$ cat src/rtl/mult_product_accumulator.sv
// Accumulates LEN unsigned multiplier products per window and presents the
// wrapped sum plus a sticky carry flag on a valid/ready output handshake.
module mult_product_accumulator #(
    parameter int N     = 2,
    parameter int ACC_W = 8,
    parameter int LEN   = 4
) (
    input  logic                         clk,
    input  logic                         rst_n,
    input  logic                         clr,
    input  logic                         in_valid,
    output logic                         in_ready,
    input  logic [2*N-1:0]               in_prod,
    output logic                         out_valid,
    input  logic                         out_ready,
    output logic [ACC_W-1:0]             out_sum,
    output logic                         out_ovf,
    output logic [$clog2(LEN+1)-1:0]     cnt
);

    localparam int CNT_W = $clog2(LEN+1);
    localparam logic [CNT_W-1:0] LAST_CNT = CNT_W'(LEN - 1);

    typedef enum logic {ACC, HOLD} state_t;

    state_t           state;
    logic [ACC_W-1:0] acc;
    logic             ovf_sticky;
    logic [ACC_W:0]   sum_ext;
    logic             accept;
    logic             last_beat;

    // Returns {carry, sum} of the accumulator plus a zero-extended product.
    function automatic logic [ACC_W:0] add_wide(input logic [ACC_W-1:0] a,
                                                input logic [2*N-1:0]   p);
        logic [ACC_W:0] p_ext;
        p_ext            = '0;
        p_ext[2*N-1:0]   = p;
        return {1'b0, a} + p_ext;
    endfunction

    assign in_ready  = (state == ACC) && !clr;
    assign accept    = in_valid && in_ready;
    assign sum_ext   = add_wide(acc, in_prod);
    assign last_beat = (cnt == LAST_CNT);

    always_ff @(posedge clk or negedge rst_n) begin
        if (!rst_n) begin
            state      <= ACC;
            acc        <= '0;
            ovf_sticky <= 1'b0;
            cnt        <= '0;
            out_valid  <= 1'b0;
            out_sum    <= '0;
            out_ovf    <= 1'b0;
        end else begin
            case (state)
                ACC: begin
                    if (clr) begin
                        acc        <= '0;
                        cnt        <= '0;
                        ovf_sticky <= 1'b0;
                    end else if (accept) begin
                        if (last_beat) begin
                            out_sum    <= sum_ext[ACC_W-1:0];
                            out_ovf    <= ovf_sticky | sum_ext[ACC_W];
                            out_valid  <= 1'b1;
                            acc        <= '0;
                            cnt        <= '0;
                            ovf_sticky <= 1'b0;
                            state      <= HOLD;
                        end else begin
                            acc        <= sum_ext[ACC_W-1:0];
                            cnt        <= cnt + CNT_W'(1);
                            ovf_sticky <= ovf_sticky | sum_ext[ACC_W];
                        end
                    end
                end
                // Result stays frozen until drained; clr has no effect here.
                HOLD: begin
                    if (out_ready) begin
                        out_valid <= 1'b0;
                        state     <= ACC;
                    end
                end
                default: state <= ACC;
            endcase
        end
    end

endmodule

$ cat config.mk
export PLATFORM = sky130hd
export DESIGN_NAME = mult_product_accumulator
export DESIGN_NICKNAME = d
export VERILOG_FILES = /design/src/rtl/mult_product_accumulator.sv
export SDC_FILE = /design/constraint.sdc
export NUM_CORES = 1
export LEC_CHECK = 0
export CAP_MARGIN = 0
export CORE_UTILIZATION = 40
export DETAILED_ROUTE_END_ITERATION = 10
export GPL_TIMING_DRIVEN = 0
export HOLD_SLACK_MARGIN = 0.02
export PLACE_DENSITY_LB_ADDON = 0.1
export SYNTH_ARGS = -nofsm -noshare
export SYNTH_HDL_FRONTEND = slang
export SYNTH_SLANG_ARGS = --single-unit
$ cat constraint.sdc
create_clock -name clk -period 1.8 [get_ports clk]
set_input_delay 0.36 -clock clk [delete_from_list [all_inputs] [get_ports clk]]
set_output_delay 0.36 -clock clk [all_outputs]
set_load 0.03 [all_outputs]
==> results of run 1 <==
-- cell usage in the layout (no fill, tap or decap), types with 2 or more instances in the layout --
master	Yosys	final
ha_4	0	3
xnor2_1	3	3
o211ai_1	4	4
nand2_1	18	17
a21oi_1	6	3
or4_1	2	2
buf_4	0	3
o21ai_1	1	4
clkdlybuf4s50_1	0	17
a22o_1	4	4
dfrtp_1	23	21
o21ai_0	11	8
nor2_1	6	5
o21a_1	2	2
inv_1	2	2
a21o_1	3	3
nand3_1	4	4
a21oi_4	0	2
dfrtp_2	0	2
clkbuf_4	0	3
dlygate4sd2_1	0	2
-- cell type report --
| class | count | area (µm²) | area share |
|---|---|---|---|
| Sequential cell | 23 | 578 | 0.374 |
| Clock buffer | 3 | 22.5 | 0.0146 |
| Tap cell | 31 | 38.8 | 0.0251 |
| Timing Repair Buffer | 24 | 233 | 0.151 |
| Inverter | 2 | 7.51 | 0.00486 |
| Multi-Input combinational cell | 86 | 641 | 0.415 |
| Buffer | 3 | 18.8 | 0.0122 |
| Clock inverter | 1 | 5.00 | 0.00324 |
-- state kept, by name, summed over array words and instances, names as in the netlist --
name        flops
state           1
out_valid       1
cnt             3
acc             8
out_sum         8
ovf_sticky      1
out_ovf         1
-- kinds of logic (layout without fill, tap and decap cells) --
kind of cell	Yosys count	in the layout
and+or+nand+nor	39	39
muxes	1	1
buffers and inverters	6	33
AOI/OAI and AO/OA	37	37
xor gates and xnor gates	3	3
DFF	23	23
adders and majority gates	6	6
-- worst max-delay path, stage by stage --
cell and delay (ns):
clkdlybuf4s50_1 0.45, ha_4 0.32, o21a_1 0.19, a21oi_4 0.11, or4_1 0.51, nand3_1 0.09
-- repair_timing --
action / 4_1_cts / 5_1_grt
resized for setup: 16 / 6
pin swaps: 6 / 2
setup endpoints to repair: 12 / 11
cloned: 0 / 0
buffers inserted: 2 / 1
-- power by group through the flow --
stage | logic [mW] | clock network, mW | registers [mW]
2_1_floorplan | 0.146 | 0 | 0.698
4_1_cts | 0.400 | 0.253 | 0.614
5_1_grt | 0.446 | 0.274 | 0.628
3_5_place_dp | 0.368 | 0 | 0.623
3_3_place_gp | 0.363 | 0 | 0.619
6_report | 0.416 | 0.242 | 0.618
-- routing by layer --
layer  track usage  up-vias  share of wire
met3        0.0302        6          0.027
met4        0.0697        0          0.020
met2         0.281       16           0.47
met1         0.231      492           0.48
li1              -      472              -
met5             0        -              0
-- per-stage QoR --
stage                util  cell area (µm²)
floorplan               -             1170
global placement    0.515             1420
detailed placement  0.515             1420
CTS                 0.546             1510
global route        0.560             1540
finish              0.560             1540
-- worst paths after layout --
path | from | to | depth (start not counted)
max | in_prod[3] | acc[7] | 6
min | clr | out_sum[1] | 4
max reg2reg | cnt[0] | out_sum[5] | 5
min reg2reg | out_sum[0] | out_sum[0] | 2
max in group asynchronous | rst_n | cnt[0] | 1
min in group asynchronous | rst_n | out_sum[4] | 1
==> flow_metrics.env, run 1 <==
export IMPL_status="complete, no violations"
export IMPL_period_share=0.988
export IMPL_maxSlewHeadroom=0.295
export IMPL_swShare=0.340
export IMPL_start_util=0.422
export IMPL_power_leakage_nw=0.690
export IMPL_power_frac_comb=0.326
export IMPL_yosysTopAreaCellShare=0.494
export IMPL_cp_max_fo=8
export IMPL_ys_seq_area_frac=0.494
export IMPL_power_switching_mw=0.434
export IMPL_min_period_ns=1.78
export IMPL_antenna_found_initial=0
export IMPL_fin_cells=173
export IMPL_crit_type="in -> reg"
export IMPL_synth_top_family_by_area="compound AO/OA/AOI/OAI gates"
export IMPL_fin_tns_setup_ns=0
export IMPL_design_core_area_mm2=0.00276
export IMPL_min_path_type="in -> reg"
export IMPL_startpoint_type="input pin"
export IMPL_numCtsBuffers=3
export IMPL_port_buffers=21
export IMPL_finalSetupViolCount=0
export IMPL_synth_ff_type="dfrtp_1"
export IMPL_p_int_mw=0.842
export IMPL_pin_count=23
export IMPL_peakVddDrop_mv=0.552
export IMPL_ant_nets=0
export IMPL_dr_first_iter_drc_count=14
export IMPL_yosys_warnings=0
export IMPL_final_nets=158
export IMPL_die_y_um=56.0
export IMPL_layout_drive_gt1_share=0.176
export IMPL_synthTopCellsByCount="dfrtp_1, nand2_1, o21ai_0, a21oi_1, nor2_1"
export IMPL_cts_root_buf="clkbuf_4"
export IMPL_dieWidth_um=56.0
export IMPL_synth_compound_area_frac=0.211
export IMPL_max_freq_mhz=562
export IMPL_synth_area_mux_share=0.00967
export IMPL_ys_types=34
export IMPL_power_frac_seq=0.484
export IMPL_nFillCells=249
export IMPL_drt_vias_per_instance=5.70
export IMPL_rows=19
export IMPL_htreeDepth=1
export IMPL_cts_tree="built"
export IMPL_netlist_area_mm2=0.00116
export IMPL_maxSlewViolCount=0
export IMPL_grt_usage=0.173
export IMPL_synth_edf_count=0
export IMPL_hold_viol=0
export IMPL_grt_pass1_wl_mm=4.15
export IMPL_drc_errors=0
export IMPL_die_area_mm2=0.00313
export IMPL_synth_xor_area_share=0.0226
export IMPL_rrSetupSlack_ns=0.06
export IMPL_critPathArrivalTime_ns=2.03
export IMPL_syn_to_final_growth_pct=32.5
export IMPL_first_pass_iters=4
export IMPL_yosysMostFrequentCell="dfrtp_1"
export IMPL_ys_ff_latch=23
export IMPL_cp_required_ns=2.05
export IMPL_globalRouteOverflowTotal=0
export IMPL_grt_max_degree=24
export IMPL_cap_viol_max_count=0
export IMPL_ctsHoldBuffers=0
export IMPL_routed_wl_mm=2.57
export IMPL_tightest_slew_ns=1.05
export IMPL_grt_setup_unrepaired="yes"
export IMPL_synthCells=115
export IMPL_detailed_place_hpwl_mm=1.71
export IMPL_wire_per_inst_um=14.8
export IMPL_grt_pass1_vias=908
export IMPL_ctsLongestPathBuffers=2
export IMPL_avgSynthCellArea_um2=10.1
export IMPL_vias=986
export IMPL_synth_fa_ha_area_frac=0.0709
export IMPL_crit_path_end_kind="flip-flop"
export IMPL_finalPower_mw=1.28
export IMPL_power_density_mw_per_mm2=826
export IMPL_post_place_ws_ns=-0.541
export IMPL_dp_cells=167
export IMPL_p_clk_frac=0.190
export IMPL_fin_hold_ws_ns=0.368
export IMPL_synthArstFlopShare=1.00
export IMPL_path_clk_slew_ns=0.14
export IMPL_synth_simple_gate_area_frac=0.166
export IMPL_clock_skew_ns=0.0127
export IMPL_num_antenna_cells=0
export IMPL_synth_top_area_cell="dfrtp_1"
export IMPL_yosys_top_cells_area="dfrtp_1, nand2_1, ha_1"
export IMPL_clk_latency_ns=0.32
export IMPL_cts_sinks=23
export IMPL_gp_congestion=0.753
export IMPL_syn_nets=130
export IMPL_post_route_worst_setup_slack_ns=0.0211
Note: power is estimated with default switching activity, not from simulation.
==> inputs of run 2 (changes only) <==
- SLEW_MARGIN: not set -> 20
==> run 2 against run 1 <==
Against the previous run:
- the run now ends with negative hold slack left
- critical path depth stayed put
- global-route usage stayed put
- flip-flop and latch count stayed put
- combinational power hardly changed
- die area stayed put
- total power hardly changed
==> flow_metrics.env, run 2 (synthesis gave the netlist of run 1 again) <==
export IMPL_grt_usage=0.173
export IMPL_cp_max_fo=8
export IMPL_die_y_um=56.0
export IMPL_startpoint_type="input pin"
export IMPL_gp_congestion=0.753
export IMPL_min_period_ns=1.78
export IMPL_htreeDepth=1
export IMPL_finalSetupViolCount=0
export IMPL_ant_nets=0
export IMPL_drt_vias_per_instance=5.69
export IMPL_dieWidth_um=56.0
export IMPL_ctsHoldBuffers=0
export IMPL_layout_drive_gt1_share=0.183
export IMPL_first_pass_iters=4
export IMPL_nFillCells=249
export IMPL_syn_to_final_growth_pct=32.1
export IMPL_worst_r2r_cell_count=5
export IMPL_dr_first_iter_drc_count=14
export IMPL_post_place_ws_ns=-0.541
export IMPL_num_antenna_cells=0
export IMPL_met1_usage=0.231
export IMPL_globalRouteOverflowTotal=0
export IMPL_drc_errors=0
export IMPL_power_leakage_nw=0.690
export IMPL_fin_hold_ws_ns=-0.00322
export IMPL_clk_latency_ns=0.32
export IMPL_layout_commonest_cell="dfrtp_1"
export IMPL_fin_cells=173
export IMPL_crit_path_end_kind="flip-flop"
export IMPL_swShare=0.340
export IMPL_path_clk_slew_ns=0.14
export IMPL_timing_rr_end="out_sum[5]"
export IMPL_cap_viol_max_count=0
export IMPL_start_util=0.422
export IMPL_final_core_util=0.558
export IMPL_tightest_slew_ns=0.784
export IMPL_reg2reg_from="cnt[0]"
export IMPL_final_nets=158
export IMPL_violations="negative hold slack"
export IMPL_cp_required_ns=2.05
export IMPL_dp_cells=167
export IMPL_post_route_worst_setup_slack_ns=0.0211
export IMPL_pin_count=23
export IMPL_grt_max_degree=24
export IMPL_power_switching_mw=0.434
export IMPL_cts_tree="built"
export IMPL_status="complete, but fails checks"
export IMPL_antenna_found_initial=0
export IMPL_use_met2=0.281
export IMPL_maxSlewHeadroom=0.474
export IMPL_numCtsBuffers=3
export IMPL_routed_wl_mm=2.56
export IMPL_design_core_area_mm2=0.00276
export IMPL_power_frac_seq=0.485
export IMPL_wire_per_inst_um=14.8
export IMPL_clock_skew_ns=0.0127
export IMPL_fin_tns_setup_ns=0
export IMPL_grt_pass1_vias=908
export IMPL_rows=19
export IMPL_grt_pass1_wl_mm=4.15
export IMPL_maxSlewViolCount=0
export IMPL_cts_sinks=23
export IMPL_grt_setup_unrepaired="yes"
export IMPL_period_share=0.988
export IMPL_port_buffers=21
export IMPL_vias=985
export IMPL_die_area_mm2=0.00313
export IMPL_cts_root_buf="clkbuf_4"
export IMPL_regArea_um2=578
export IMPL_startpoint="in_prod[3]"
export IMPL_p_int_mw=0.841
export IMPL_critPathArrivalTime_ns=2.03
export IMPL_min_path_type="in -> async"
export IMPL_ctsLongestPathBuffers=2
export IMPL_peakVddDrop_mv=0.552
export IMPL_reg_largest_list="acc: 8 flops, out_sum: 8 flops, cnt: 3 flops"
export IMPL_mostFrequentLayoutCells="dfrtp_1, nand2_1, clkdlybuf4s50_1, o21ai_0, nor2_1"
export IMPL_busiest_layer="met2"
export IMPL_p_clk_frac=0.190
export IMPL_crit_type="in -> reg"
export IMPL_rrSetupSlack_ns=0.06
export IMPL_max_freq_mhz=562
export IMPL_power_frac_comb=0.325
export IMPL_power_density_mw_per_mm2=828
export IMPL_grt_met3_usage=0.0302
export IMPL_cp_endpoint="acc[7]"
export IMPL_hold_viol=3
export IMPL_detailed_place_hpwl_mm=1.71
export IMPL_multi_input_area_um2=641
-- run 2: cell types whose count changed in the layout (fill, tap and decap cells not counted) --
cell	delta
buf_2	+1
clkdlybuf4s50_1	-1
-- run 2: repair_timing --
action                     4_1_cts  5_1_grt
setup buffers                    2        1
resized for setup               16        6
pin swaps                        6        2
setup endpoints to repair       12       11
-- run 2: worst min path at each step --
stage / from / to / slack, ns / cells after the start
after floorplan: rst_n / acc[0] / 0.06 / 0
after global placement: out_sum[0] / out_sum[0] / 0.46 / 2
after detailed placement: out_sum[0] / out_sum[0] / 0.47 / 2
after CTS: clr / cnt[2] / 0.36 / 3
after global routing: rst_n / out_sum[4] / 0.04 / 1
final: rst_n / out_sum[4] / -0.003 / 1
-- run 2: power groups by stage --
stage | Clock [mW] | Sequential, mW | Combinational [mW]
after floorplan | 0 | 0.698 | 0.146
after global placement | 0 | 0.619 | 0.363
after global routing | 0.274 | 0.628 | 0.445
after CTS | 0.253 | 0.614 | 0.400
final | 0.242 | 0.618 | 0.415
after detailed placement | 0 | 0.623 | 0.368
-- run 2: layout make-up --
type                       instances  share of cell area
clock inverter                     1             0.00325
multi-input combinational         86               0.416
sequential                        23               0.376
buffer                             3              0.0122
timing repair buffer              24               0.148
inverter                           2             0.00488
tap                               31              0.0252
clock buffer                       3              0.0146
-- run 2: metal layers --
metal	up-vias	wire, µm
met5	-	0
met4	0	51
met3	6	70
met2	16	1220
met1	491	1220
li1	472	-
-- run 2: stage by stage --
step	power [mW]	area, µm²
4_1_cts	1.27	1510
3_5_place_dp	0.991	1420
5_1_grt	1.35	1540
6_report	1.27	1540
3_3_place_gp	0.983	1420
2_1_floorplan	0.843	1170
-- run 2: critical path, cell delays in order --
cell and delay [ns]:
clkdlybuf4s50_1 0.45, ha_4 0.32, o21a_1 0.19, a21oi_4 0.11
or4_1 0.51, nand3_1 0.09
==> inputs of run 3 (changes only) <==
- ABC_CLOCK_PERIOD_IN_PS: not set -> 1800
- CELL_PAD_IN_SITES_DETAIL_PLACEMENT: not set -> 2
- CELL_PAD_IN_SITES_GLOBAL_PLACEMENT: not set -> 2
- CORE_UTILIZATION: 40 -> 28
- MAX_ROUTING_LAYER: not set -> met4
==> run 3 against run 2 <==
Against the previous run:
- flip-flop and latch count stayed put
- first-iteration DRC count down 36%
- die area rose by 41%
- clock power is 35% higher
- critical path type is now reg -> reg
- global-route usage grew 0.93 points
- largest power group unchanged
- total power up 12%
- largest cell class unchanged
- the flow finishes with violations (negative setup slack)
- combinational power up 17%
==> flow_metrics.env, run 3 (synthesis gave the netlist of run 1 again) <==
export IMPL_status="complete, but fails checks"
export IMPL_violations="negative setup slack"
export IMPL_grt_max_degree=24
export IMPL_gp_congestion=0.737
export IMPL_p_clk_frac=0.229
export IMPL_globalRouteOverflowTotal=0
export IMPL_cp_slowest_cell="dfrtp_1"
export IMPL_tightest_slew_ns=0.853
export IMPL_crit_path_end_kind="flip-flop"
export IMPL_cts_sinks=23
export IMPL_final_nets=166
export IMPL_antenna_found_initial=0
export IMPL_cp_max_fo=3
export IMPL_finalPower_mw=1.43
export IMPL_post_route_worst_setup_slack_ns=-0.0377
export IMPL_pin_count=23
export IMPL_power_density_mw_per_mm2=852
export IMPL_mostFrequentLayoutCells="dfrtp_1, nand2_1, clkdlybuf4s50_1, buf_4, o21ai_0"
export IMPL_syn_to_final_growth_pct=44.3
export IMPL_ctsHoldBuffers=0
export IMPL_die_area_mm2=0.00442
export IMPL_dieWidth_um=66.5
export IMPL_detailed_place_hpwl_mm=2.27
export IMPL_power_leakage_nw=0.751
export IMPL_min_path_type="in -> async"
export IMPL_cap_viol_max_count=0
export IMPL_htreeDepth=1
export IMPL_cts_root_buf="clkbuf_8"
export IMPL_crit_path_max_incr_delay_ns=0.42
export IMPL_vias=1028
export IMPL_min_period_ns=1.84
export IMPL_ctsLongestPathBuffers=2
export IMPL_hold_viol=0
export IMPL_clk_latency_ns=0.26
export IMPL_grt_pass1_vias=1098
export IMPL_wire_per_inst_um=17.6
export IMPL_period_share=1.02
export IMPL_first_pass_iters=3
export IMPL_crit_type="reg -> reg"
export IMPL_finalSetupViolCount=3
export IMPL_clock_skew_ns=0.00698
export IMPL_num_antenna_cells=0
export IMPL_rows=23
export IMPL_path_clk_slew_ns=0.09
export IMPL_power_switching_mw=0.476
export IMPL_path_cells="ha_4, fa_2, buf_6, a211oi_4, nor2_2, o21ai_1, a21o_1"
export IMPL_layout_commonest_cell="dfrtp_1"
export IMPL_peakVddDrop_mv=0.323
export IMPL_dr_first_iter_drc_count=9
export IMPL_power_frac_seq=0.432
export IMPL_max_freq_mhz=544
export IMPL_drc_errors=0
export IMPL_design_core_area_mm2=0.00400
export IMPL_swShare=0.332
export IMPL_die_y_um=66.5
export IMPL_reg_largest_list="acc: 8 flops, out_sum: 8 flops, cnt: 3 flops"
export IMPL_maxSlewViolCount=0
export IMPL_drt_vias_per_instance=5.14
export IMPL_start_util=0.291
export IMPL_grt_pass1_wl_mm=5.66
export IMPL_cp_required_ns=2.01
export IMPL_grt_setup_unrepaired="yes"
export IMPL_power_frac_comb=0.340
export IMPL_grt_usage=0.183
export IMPL_routed_wl_mm=3.52
export IMPL_maxSlewHeadroom=0.427
export IMPL_critPathArrivalTime_ns=2.05
export IMPL_startpoint_type="flip-flop"
export IMPL_ant_nets=0
export IMPL_p_int_mw=0.956
export IMPL_layout_drive_gt1_share=0.267
export IMPL_port_buffers=21
export IMPL_cts_tree="built"
export IMPL_post_place_ws_ns=-0.647
export IMPL_numCtsBuffers=3
==> run 3: final timing paths <==
kind / cells past startpoint / slack (ns) / to / from
hold / removal: 1 / 0.07 / out_sum[1] / rst_n
setup reg to reg: 7 / -0.04 / acc[6] / acc[0]
max in group asynchronous: 1 / 1.33 / cnt[0] / rst_n
setup / recovery: 7 / -0.04 / acc[6] / acc[0]
min in group clk: 4 / 0.43 / out_sum[0] / clr
hold reg to reg: 2 / 0.48 / out_sum[1] / out_sum[1]
==> run 3: cell type report <==
type	count	area, µm²
flip-flops and latches	23	578
inverters	2	7.51
repair buffers	31	277
well taps	50	62.6
fillers	433	2320
multi-input cells	86	684
clock buffers	4	45.0
plain buffers	4	26.3
==> run 3: critical path: cells and delay by family, from the launching register on <==
kind                       cells  cell delay (ns)
AOI/OAI and AO/OA              3             0.60
adders and majority gates      2             0.54
DFF                            1             0.42
buffers and inverters          1             0.14
and+or+nand+nor                1             0.08
==> run 3: per-stage QoR <==
| stage | instance area, µm² | hold slack, ns | utilization | TNS (ns) | cells |
|---|---|---|---|---|---|
| detailed placement | 1440 | 0.473 | 0.361 | -8.40 | 186 |
| global route | 1680 | 0.105 | 0.420 | -0.295 | 200 |
| finish | 1680 | 0.0728 | 0.420 | -0.0718 | 200 |
| floorplan | 1170 | 0.0644 | - | 0 | 115 |
| global placement | 1440 | 0.460 | 0.361 | -7.20 | 186 |
| CTS | 1630 | 0.436 | 0.406 | 0 | 198 |
==> run 3: what timing repair did <==
action	4_1_cts	5_1_grt
endpoints found under the setup margin	15	10
pin swaps	6	7
gates resized for setup	23	13
buffers inserted	8	2
==> run 3: routing by layer <==
| metal | global-route usage | part of all wire | up-vias |
|---|---|---|---|
| li1 | - | - | 487 |
| met2 | 0.309 | 0.53 | 10 |
| met3 | 0.0291 | 0.018 | 2 |
| met1 | 0.219 | 0.45 | 529 |
| met4 | 0.0665 | 0.0068 | 0 |
| met5 | - | 0 | - |
==> run 3: power groups by stage <==
stage	Clock, mW	Combinational [mW]	Sequential [mW]
final	0.327	0.486	0.618
after detailed placement	0	0.383	0.625
after global routing	0.364	0.522	0.626
after CTS	0.338	0.455	0.619
after global placement	0	0.370	0.620
after floorplan	0	0.146	0.698
